## src/rtl/matrix_ram_arbiter.sv

```systemverilog
// Round-robin arbiter sharing matrix RAM port A between NUM_REQ requesters, with read-tag return path.
// Optional requester lock for read-modify-write sequences is enabled by defining ARB_LOCK_EN.
module matrix_ram_arbiter #(
  parameter int NUM_REQ     = 3,
  parameter int ADDR_W      = 10,
  parameter int DATA_W      = 32,
  parameter int RAM_LATENCY = 2
) (
  input  logic                      clk,
  input  logic                      reset,
  input  logic [NUM_REQ-1:0]        req,
  input  logic [NUM_REQ-1:0]        req_we,
  input  logic [NUM_REQ*ADDR_W-1:0] req_addr,
  input  logic [NUM_REQ*DATA_W-1:0] req_wdata,
`ifdef ARB_LOCK_EN
  input  logic [NUM_REQ-1:0]        lock,
`endif
  output logic [NUM_REQ-1:0]        gnt,
  output logic [NUM_REQ-1:0]        rvalid,
  output logic [DATA_W-1:0]         rdata,
  output logic [ADDR_W-1:0]         ram_addr,
  output logic [DATA_W-1:0]         ram_data,
  output logic                      ram_we,
  input  logic [DATA_W-1:0]         ram_q
);

  localparam int IDX_W = $clog2(NUM_REQ);

  typedef struct packed {
    logic             valid;
    logic [IDX_W-1:0] idx;
  } tag_t;

  logic [IDX_W-1:0] ptr;
  logic [IDX_W-1:0] start;
  logic [IDX_W-1:0] win_idx;
  logic [IDX_W-1:0] next_ptr;
  logic [IDX_W:0]   sum;
  logic             found;
  logic             xfer;
  tag_t             new_tag;
  tag_t             tag_pipe [RAM_LATENCY];

`ifdef ARB_LOCK_EN
  logic             lock_active;
  logic [IDX_W-1:0] lock_idx;
`endif

  // Scan from the start index upward with wrap; a held lock pins the start on its owner.
  always_comb begin
    // NOTE: every variable gets a default before any branch so no latch is inferred.
    start   = ptr;
    found   = 1'b0;
    win_idx = '0;
    sum     = '0;
    gnt     = '0;
`ifdef ARB_LOCK_EN
    if (lock_active && req[lock_idx] && lock[lock_idx]) start = lock_idx;
`endif
    for (int off = 0; off < NUM_REQ; off++) begin
      sum = {1'b0, start} + (IDX_W+1)'(off);
      if (sum >= (IDX_W+1)'(NUM_REQ)) sum = sum - (IDX_W+1)'(NUM_REQ);
      if (!found && req[sum[IDX_W-1:0]]) begin
        found   = 1'b1;
        win_idx = sum[IDX_W-1:0];
      end
    end
    if (found && !reset) gnt[win_idx] = 1'b1;
  end

  assign xfer     = found && !reset;
  assign next_ptr = (win_idx == IDX_W'(NUM_REQ - 1)) ? '0 : win_idx + 1'b1;
  assign rdata    = ram_q;

  always_comb begin
    new_tag.valid = xfer && !req_we[win_idx];
    new_tag.idx   = win_idx;
  end

  always_ff @(posedge clk or posedge reset) begin
    if (reset) begin
      ram_we   <= 1'b0;
      ram_addr <= '0;
      ram_data <= '0;
      rvalid   <= '0;
      ptr      <= '0;
      // NOTE: the tag pipeline is reset because its valid bits must not
      // survive a reset; a plain data array would be left unreset.
      for (int s = 0; s < RAM_LATENCY; s++) tag_pipe[s] <= '0;
`ifdef ARB_LOCK_EN
      lock_active <= 1'b0;
      lock_idx    <= '0;
`endif
    end else begin
      // NOTE: non-blocking assignments keep every register sampling pre-edge values.
      ram_we <= 1'b0;
      if (xfer) begin
        ram_we   <= req_we[win_idx];
        ram_addr <= req_addr[int'(win_idx)*ADDR_W +: ADDR_W];
        ram_data <= req_wdata[int'(win_idx)*DATA_W +: DATA_W];
        ptr      <= next_ptr;
      end
      tag_pipe[0] <= new_tag;
      for (int s = 1; s < RAM_LATENCY; s++) tag_pipe[s] <= tag_pipe[s-1];
      // The final stage is the rvalid register itself, giving RAM_LATENCY+1 stages in total.
      rvalid <= '0;
      if (tag_pipe[RAM_LATENCY-1].valid) rvalid[tag_pipe[RAM_LATENCY-1].idx] <= 1'b1;
`ifdef ARB_LOCK_EN
      lock_active <= xfer && lock[win_idx];
      if (xfer) lock_idx <= win_idx;
`endif
    end
  end

endmodule
```

## config.mk

```make
export PLATFORM = sky130hd
export DESIGN_NAME = matrix_ram_arbiter
export DESIGN_NICKNAME = d
export VERILOG_FILES = /design/src/rtl/matrix_ram_arbiter.sv
export SDC_FILE = /design/constraint.sdc
export NUM_CORES = 1
export LEC_CHECK = 0
export ABC_AREA = 1
export ABC_CLOCK_PERIOD_IN_PS = 2600
export BUFFER_PORTS_ARGS = -buffer_cell sky130_fd_sc_hd__buf_4
export CORE_AREA = 4 4 96 98
export CTS_BUF_LIST = sky130_fd_sc_hd__clkbuf_4
export DETAILED_ROUTE_END_ITERATION = 8
export DIE_AREA = 0 0 100 102
export GPL_ROUTABILITY_DRIVEN = 0
export PLACE_DENSITY = 0.93
export SLEW_MARGIN = 20
export SYNTH_ARGS = -nofsm -noshare
export SYNTH_HDL_FRONTEND = slang
export SYNTH_SLANG_ARGS = --single-unit
```

## constraint.sdc

```tcl
create_clock -name clk -period 2.6 [get_ports clk]
set_input_delay 0 -clock clk [delete_from_list [all_inputs] [get_ports clk]]
set_output_delay 0 -clock clk [all_outputs]
set_load 0.1 [all_outputs]
```

Yosys cells after proc, flatten, opt, wreduce, memory -nomap -nowiden
Cells that the tools add are included.
{"block": "op_classes", "mul": 1, "reduce_logical": 10, "shift": 2, "n_eq_ne": 1, "add_sub_neg": 6, "muxes": 25, "order_cmp": 10}
{"operator": "indexed part select 96 x 8 -> 32 bit", "n": 1}
{"operator": "indexed part select 30 x 7 -> 10 bit", "n": 1}
{"operator": "< comparator 2 x 3 -> 1 bit, second input constant", "n": 5}
{"operator": "2-to-1 mux 2 bit", "n": 7}
{"operator": "2-to-1 mux 1 bit", "n": 10}
{"operator": "binary-select mux 1 bit (select 2 bit)", "n": 4}
{"operator": "greater-or-equal comparator 3 x 2 -> 1 bit, second input constant", "n": 2}
{"operator": "logical AND 1 bit", "n": 6}
{"operator": "2-to-1 mux 3 bit", "n": 2}
{"operator": "subtractor 2 bit, second input constant", "n": 3}
{"operator": "multiplier 2 x 3 -> 5 bit, second input constant", "n": 1}
{"operator": "demux 1 bit (select 2 bit)", "n": 2}
{"operator": "greater-or-equal comparator 2 x 1 -> 1 bit, second input constant", "n": 2}
{"operator": "zero test 1 bit", "n": 4}
{"operator": "adder 2 x 1 -> 3 bit, second input constant", "n": 1}
{"operator": "adder 2 x 2 -> 3 bit, second input constant", "n": 1}
{"operator": "adder 2 x 1 -> 2 bit, second input constant", "n": 1}
{"operator": "equality test 2 bit, second input constant", "n": 1}
{"operator": "greater-or-equal comparator 2 bit, second input constant", "n": 1}
{"block": "totals", "inputBits": 166, "register_bits": 54, "elab_cells": 64}

Logic depth before layout (Yosys ltp)
Gate-level depths: netlist of run 1.
{"block": "depth", "depth_word": 16, "ltp_mapped": 17, "depth_no_buf": 15}

Worst setup path after synthesis of run 1
OpenSTA, ideal clock, no wires.
{"block": "synth_timing", "path_kind": "input port to output port", "from": "input port reset", "to": "output port gnt[1]", "arrival_time_ns": 3.278, "slack_ns": -0.678, "cell_stages": 5, "cell_sequence": "inv_1 nand2_1 buf_2 buf_2 a31oi_1"}
{"block": "synth_between", "elab_chain_len": 3}
{"element": "start, declared", "line_no": "10", "source": "input logic reset,"}
{"element": "zero test 1 bit (no source line)"}
{"element": "logical AND 1 bit", "line_no": "68", "source": "if (found && !reset) gnt[win_idx] = 1'b1;"}
{"element": "2-to-1 mux 3 bit", "line_no": "68"}
{"element": "end, declared", "line_no": "18", "source": "output logic [NUM_REQ-1:0] gnt,"}
Every way passes these cells.

Worst setup path in the final report of run 1
{"block": "layout_timing", "from": "register ptr[0]", "to": "register ram_data[30]"}
{"block": "layout_between", "elab_chain_len": 12, "elab_cells_between_ends": 29, "classes_between": "add/sub: 5; order compare: 3; shift: 1; mux: 15; reduce/logical: 5"}
{"element": "start, declared", "line_no": "34", "source": "logic [IDX_W-1:0] ptr;"}
{"element": "start signal, assigned", "line_no": "101", "source": "ptr <= next_ptr;"}
{"element": "branches (longest 12 deep; another with adder 2 x 1 -> 3 bit)"}
{"element": "end signal, assigned", "line_no": "100", "source": "ram_data <= req_wdata[int'(win_idx)*DATA_W +: DATA_W];"}
{"element": "end, declared", "line_no": "22", "source": "output logic [DATA_W-1:0] ram_data,"}
Parallel ways; which one is timed is not known. The select of a mux whose other input is x is not followed.
A chain may end at the register's enable or synchronous reset.

==> results of run 1 <==
-- path summary, 6_finish.rpt --
| check | depth (start not counted) | to | slack [ns] | startpoint |
|---|---|---|---|---|
| max | 14 | ram_data[30] | 0.14 | ptr[0] |
| min | 0 | rdata[9] | 0.00004 | ram_q[9] |
| max reg2reg | 14 | ram_data[30] | 0.14 | ptr[0] |
| min reg2reg | 0 | tag_pipe[1] | 0.38 | tag_pipe[4] |
| max in group asynchronous | 4 | ram_data[31] | 1.74 | reset |
| min in group asynchronous | 4 | ram_data[0] | 0.40 | reset |
-- layer usage --
metal / up-vias / GRT usage [%] / part of all wire, %
met5: - / 0 / 0
met4: 0 / 16.06 / 4.9
met3: 92 / 7.850 / 12
met2: 397 / 52.23 / 48
met1: 2137 / 34.92 / 36
li1: 2061 / - / -
-- cell families (layout without fill, tap and decap cells) --
family	Yosys count	in the layout	synth area share (%)
flip-flops	54	54	37.96
AO/OA/AOI/OAI	62	62	9.948
AND/OR/NAND/NOR	281	281	36.94
buffers and inverters	80	349	13.74
other	0	1	0
adder cells (fa/ha/maj)	4	4	1.406
-- layout by cell type, fill, tap and decap left out, drive strengths merged --
cell type,instances
a21oi,57
a31oi,1
buf,193
clkbuf,5
clkinv,2
clkinvlp,1
dfrtp,54
diode,1
dlygate4sd3,130
ha,4
inv,18
nand2,158
nand3,68
nand3b,14
nor2,39
nor3,1
nor3b,1
o21ai,3
o22ai,1
-- registers in the layout, summed over array words and instances (netlist names) --
name,cells
ram_data,32
ram_addr,10
tag_pipe,6
rvalid,3
ptr,2
ram_we,1
-- cell usage after synthesis (4+ instances only) --
cell	count	area [um^2]
ha_1	4	50.05
clkbuf_1	4	15.01
nand3_2	13	130.1
inv_2	6	22.52
inv_1	12	45.04
nand3b_1	14	105.1
dfrtp_1	54	1351
nand2_1	153	574.3
nor2_1	35	131.4
buf_2	16	80.08
a21oi_2	10	87.58
a21oi_1	47	235.2
buf_4	38	285.3
nand3_1	55	275.3
-- metrics by stage --
stage	cells	instance area (um^2)	hold slack, ns
CTS	857	6107	0.0006813
global placement	718	4731	0.0006813
detailed placement	718	4731	0.0006813
global route	858	6156	0.0001428
floorplan	481	3568	0.1314
finish	859	6158	0.00003857
-- layout make-up --
| cell class | instances | area [um^2] | share of cell area, % |
|---|---|---|---|
| repair buffers | 323 | 2794 | 45.37 |
| well taps | 108 | 135.1 | 2.194 |
| multi-input cells | 347 | 1754 | 28.48 |
| diodes | 1 | 2.502 | 0.04063 |
| clock buffers | 5 | 37.54 | 0.6095 |
| inverters | 18 | 67.56 | 1.097 |
| flip-flops and latches | 54 | 1351 | 21.94 |
| clock inverters | 3 | 16.27 | 0.2641 |
-- repair_timing --
| action | 4_1_cts | 5_1_grt |
|---|---|---|
| gates resized for setup | 4 | 9 |
| setup buffers | 1 | 1 |
| pin swaps | 1 | 0 |
| hold buffers | 130 | 0 |
| endpoints found under the setup margin | 2 | 26 |
| endpoints found under the hold margin | 98 | 0 |
==> impl_metrics.json, run 1 <==
{
  "status": "completed",
  "setup_tns_ns": 0,
  "crit_family": "simple AND/OR/NAND/NOR gates",
  "preCtsSetupSlack_ns": 0.1002,
  "die_area_um2": 10200,
  "drcViolationCount": 0,
  "synth-edff-count": 0,
  "initial_utilization_pct": 42.05,
  "die_w_um": 100,
  "ys_types": 27,
  "drv_cap": 0,
  "grt_start_max_net_pins": 55,
  "cp.required_ns": 2.89,
  "cts_tree": "built",
  "clk_latency_ns": 0.37,
  "via_count": 4687,
  "syn_inst": 481,
  "post-route-util_pct": 72.75,
  "nFillCells": 538,
  "via_per_inst": 5.456,
  "cts_root_buf": "clkbuf_4",
  "rows": 34,
  "setup_violations": 0,
  "crit_path_max_fanout": 29,
  "nNetsFinal": 919,
  "cts_buffers": 5,
  "area_growth_pct": 73.01,
  "post_drt_wl_per_cell_um": 18.41,
  "die_h_um": 102,
  "yosysWarnings": 0,
  "clk_pin_slew_ns": 0.15,
  "rsz0062_at_grt": "false",
  "cts_num_sinks": 54,
  "end_kind": "flop",
  "dr.pass1.iters": 5,
  "ys_async_sr_fraction_pct": 100.0,
  "period_minus_slack_ns": 2.456,
  "worst_slew_pin_slew_ns": 0.7081,
  "cpMostUsedCell": "nand2_1",
  "drive_gt1_share_pct": 32.67,
  "max_slew_margin_pct": 52.79,
  "ant_nets": 0,
  "crit_buf_inv": 3,
  "netlist_area_um2": 3560,
  "hpwl_um": 8388,
  "cp.arrival_ns": 2.74,
  "seq_area_frac_synth_pct": 37.96,
  "fmax_mhz": 407.1,
  "worstSetupStartpointType": "flop",
  "finClkSkew_ns": 0.004747,
  "ys.flop_type": "dfrtp_1",
  "cpPeakStageDelay_ns": 0.42,
  "hold_class": "in -> out",
  "slowest_stage": "buf_4",
  "fin_ws_ns": 0.1437,
  "grt_pass1_wl_um": 24700,
  "path_cells": "inv_1 -> ha_4 -> inv_2 -> nand2_1 -> nand3_1 -> nand2_1 -> nand2_2 -> nor2_4 -> nand2_2 -> buf_4 -> nand3_1 -> nand2_1 -> nand2_1 -> a21oi_1",
  "path_class": "reg -> reg",
  "synth_area_per_cell_um2": 7.401,
  "cts_buffer_depth": 2,
  "finalCritPeriodShare_pct": 94.47,
  "slew_violations": 0,
  "numPortBuffers": 182,
  "antenna_found_initial": 0,
  "grt_pass1_vias": 4974,
  "htreeDepth": 2,
  "syn_nets": 651,
  "track_usage_pct": 30.38,
  "overflow": 0,
  "routed_wl_um": 15820,
  "hold_viol_final": 0,
  "drt_iter0_drc": 266,
  "core_um2": 8466,
  "pin_count": 247,
  "ys_ff_latch": 54
}
Power of run 1 is not shown: default switching activity piles up to over one toggle a cycle in this logic, so the estimate is an artifact.
==> run 2: changes to the inputs <==
BUFFER_PORTS_ARGS = default   (was -buffer_cell sky130_fd_sc_hd__buf_4)
CORE_AREA = 4 4 92 94   (was 4 4 96 98)
DIE_AREA = 0 0 96 98   (was 0 0 100 102)
DONT_BUFFER_PORTS = 1   (was default)
PLACE_DENSITY = 0.72   (was 0.93)
==> impl_metrics.json, run 2 <==
{
  "seq_area_frac_synth_pct": 37.96,
  "numPortBuffers": 0,
  "yosysMostFrequentCell": "nand2_1",
  "cts_setup_buffers": 1,
  "haltStage": "clock tree synthesis",
  "die_w_um": 96,
  "cts-hold-fix-buffers": 118,
  "pin_count": 247,
  "synth_top_cell_by_area": "dfrtp_1",
  "synth_commonest_cells": "153 x nand2_1, 55 x nand3_1, 54 x dfrtp_1, 47 x a21oi_1, 38 x buf_4",
  "synth_top_area_share_pct": 37.96,
  "cts_num_sinks": 54,
  "cts_buffers": 5,
  "rows": 32,
  "hpwl_um": 7570,
  "cts_resized": 2,
  "ys_async_sr_fraction_pct": 100.0,
  "status": "did not finish",
  "error": "[ERROR RSZ-0060] Max buffer count reached.",
  "cts_root_buf": "clkbuf_4",
  "htreeDepth": 2,
  "ys.flop_type": "dfrtp_1",
  "syn_inst": 481,
  "synthTopCellsByArea": "dfrtp_1 38%, nand2_1 16%, buf_4 8.0%",
  "synth-edff-count": 0,
  "synth_area_per_cell_um2": 7.401,
  "cts_buffer_depth": 2,
  "ys_ff_latch": 54,
  "ys_types": 27,
  "yosysWarnings": 0,
  "initial_utilization_pct": 46.55,
  "netlist_area_um2": 3560,
  "syn_nets": 651,
  "die_h_um": 98
}
[run 2: cells by family after synthesis]
| kind of cell | Yosys count | share of synthesized area (%) |
|---|---|---|
| buffers and inverters | 80 | 13.74 |
| flip-flops | 54 | 37.96 |
| AO/OA/AOI/OAI | 62 | 9.948 |
| AND/OR/NAND/NOR | 281 | 36.94 |
| adder cells (fa/ha/maj) | 4 | 1.406 |
[run 2: metrics by stage]
step	std cells	cell area [um^2]	util (%)	hold WS (ns)	setup WS, ns
global placement	576	3740	48.90	0.0006813	0.3447
floorplan	481	3568	-	0.1314	-0.1067
detailed placement	576	3740	48.90	0.0006813	0.2369
==> run 3: changes to the inputs <==
CORE_AREA = 4 4 106 108   (was 4 4 92 94)
CTS_BUF_LIST = default   (was sky130_fd_sc_hd__clkbuf_4)
DIE_AREA = 0 0 110 112   (was 0 0 96 98)
PLACE_DENSITY = default   (was 0.72)
PLACE_DENSITY_LB_ADDON = 0.15   (was default)
==> impl_metrics.json, run 3 <==
{
  "synth_commonest_cells": "153 x nand2_1, 55 x nand3_1, 54 x dfrtp_1, 47 x a21oi_1, 38 x buf_4",
  "ys.flop_type": "dfrtp_1",
  "synth_top_area_share_pct": 37.96,
  "cts_root_buf": "clkbuf_8",
  "die_w_um": 110,
  "cts_buffers": 5,
  "cts_buffer_depth": 2,
  "seq_area_frac_synth_pct": 37.96,
  "synth_top_cell_by_area": "dfrtp_1",
  "status": "did not finish",
  "error": "[ERROR RSZ-0060] Max buffer count reached.",
  "numPortBuffers": 0,
  "cts_setup_buffers": 1,
  "initial_utilization_pct": 34.79,
  "cts-hold-fix-buffers": 125,
  "netlist_area_um2": 3560,
  "haltStage": "clock tree synthesis",
  "hpwl_um": 7642,
  "cts_resized": 1,
  "placed_area_um2": 3772,
  "ys_ff_latch": 54,
  "synth_area_per_cell_um2": 7.401,
  "yosysWarnings": 0,
  "synthTopCellsByArea": "dfrtp_1 38%, nand2_1 16%, buf_4 8.0%",
  "die_h_um": 112,
  "rows": 37,
  "syn_nets": 651,
  "cts_num_sinks": 54,
  "syn_inst": 481,
  "yosysMostFrequentCell": "nand2_1",
  "htreeDepth": 2,
  "ys_types": 27,
  "dp_cells": 612,
  "pin_count": 247,
  "ys_async_sr_fraction_pct": 100.0,
  "synth-edff-count": 0
}
[run 3: cells by family after synthesis]
kind of cell / share of synthesized area, %
AND/OR/NAND/NOR: 36.94
buffers and inverters: 13.74
AO/OA/AOI/OAI: 9.948
flip-flops: 37.96
adder cells (fa/ha/maj): 1.406
[run 3: per-stage QoR]
stage / setup slack, ns / hold WS (ns)
after detailed placement: 0.1607 / 0.0006813
after global placement: 0.2466 / 0.0006813
after floorplan: -0.1067 / 0.1314
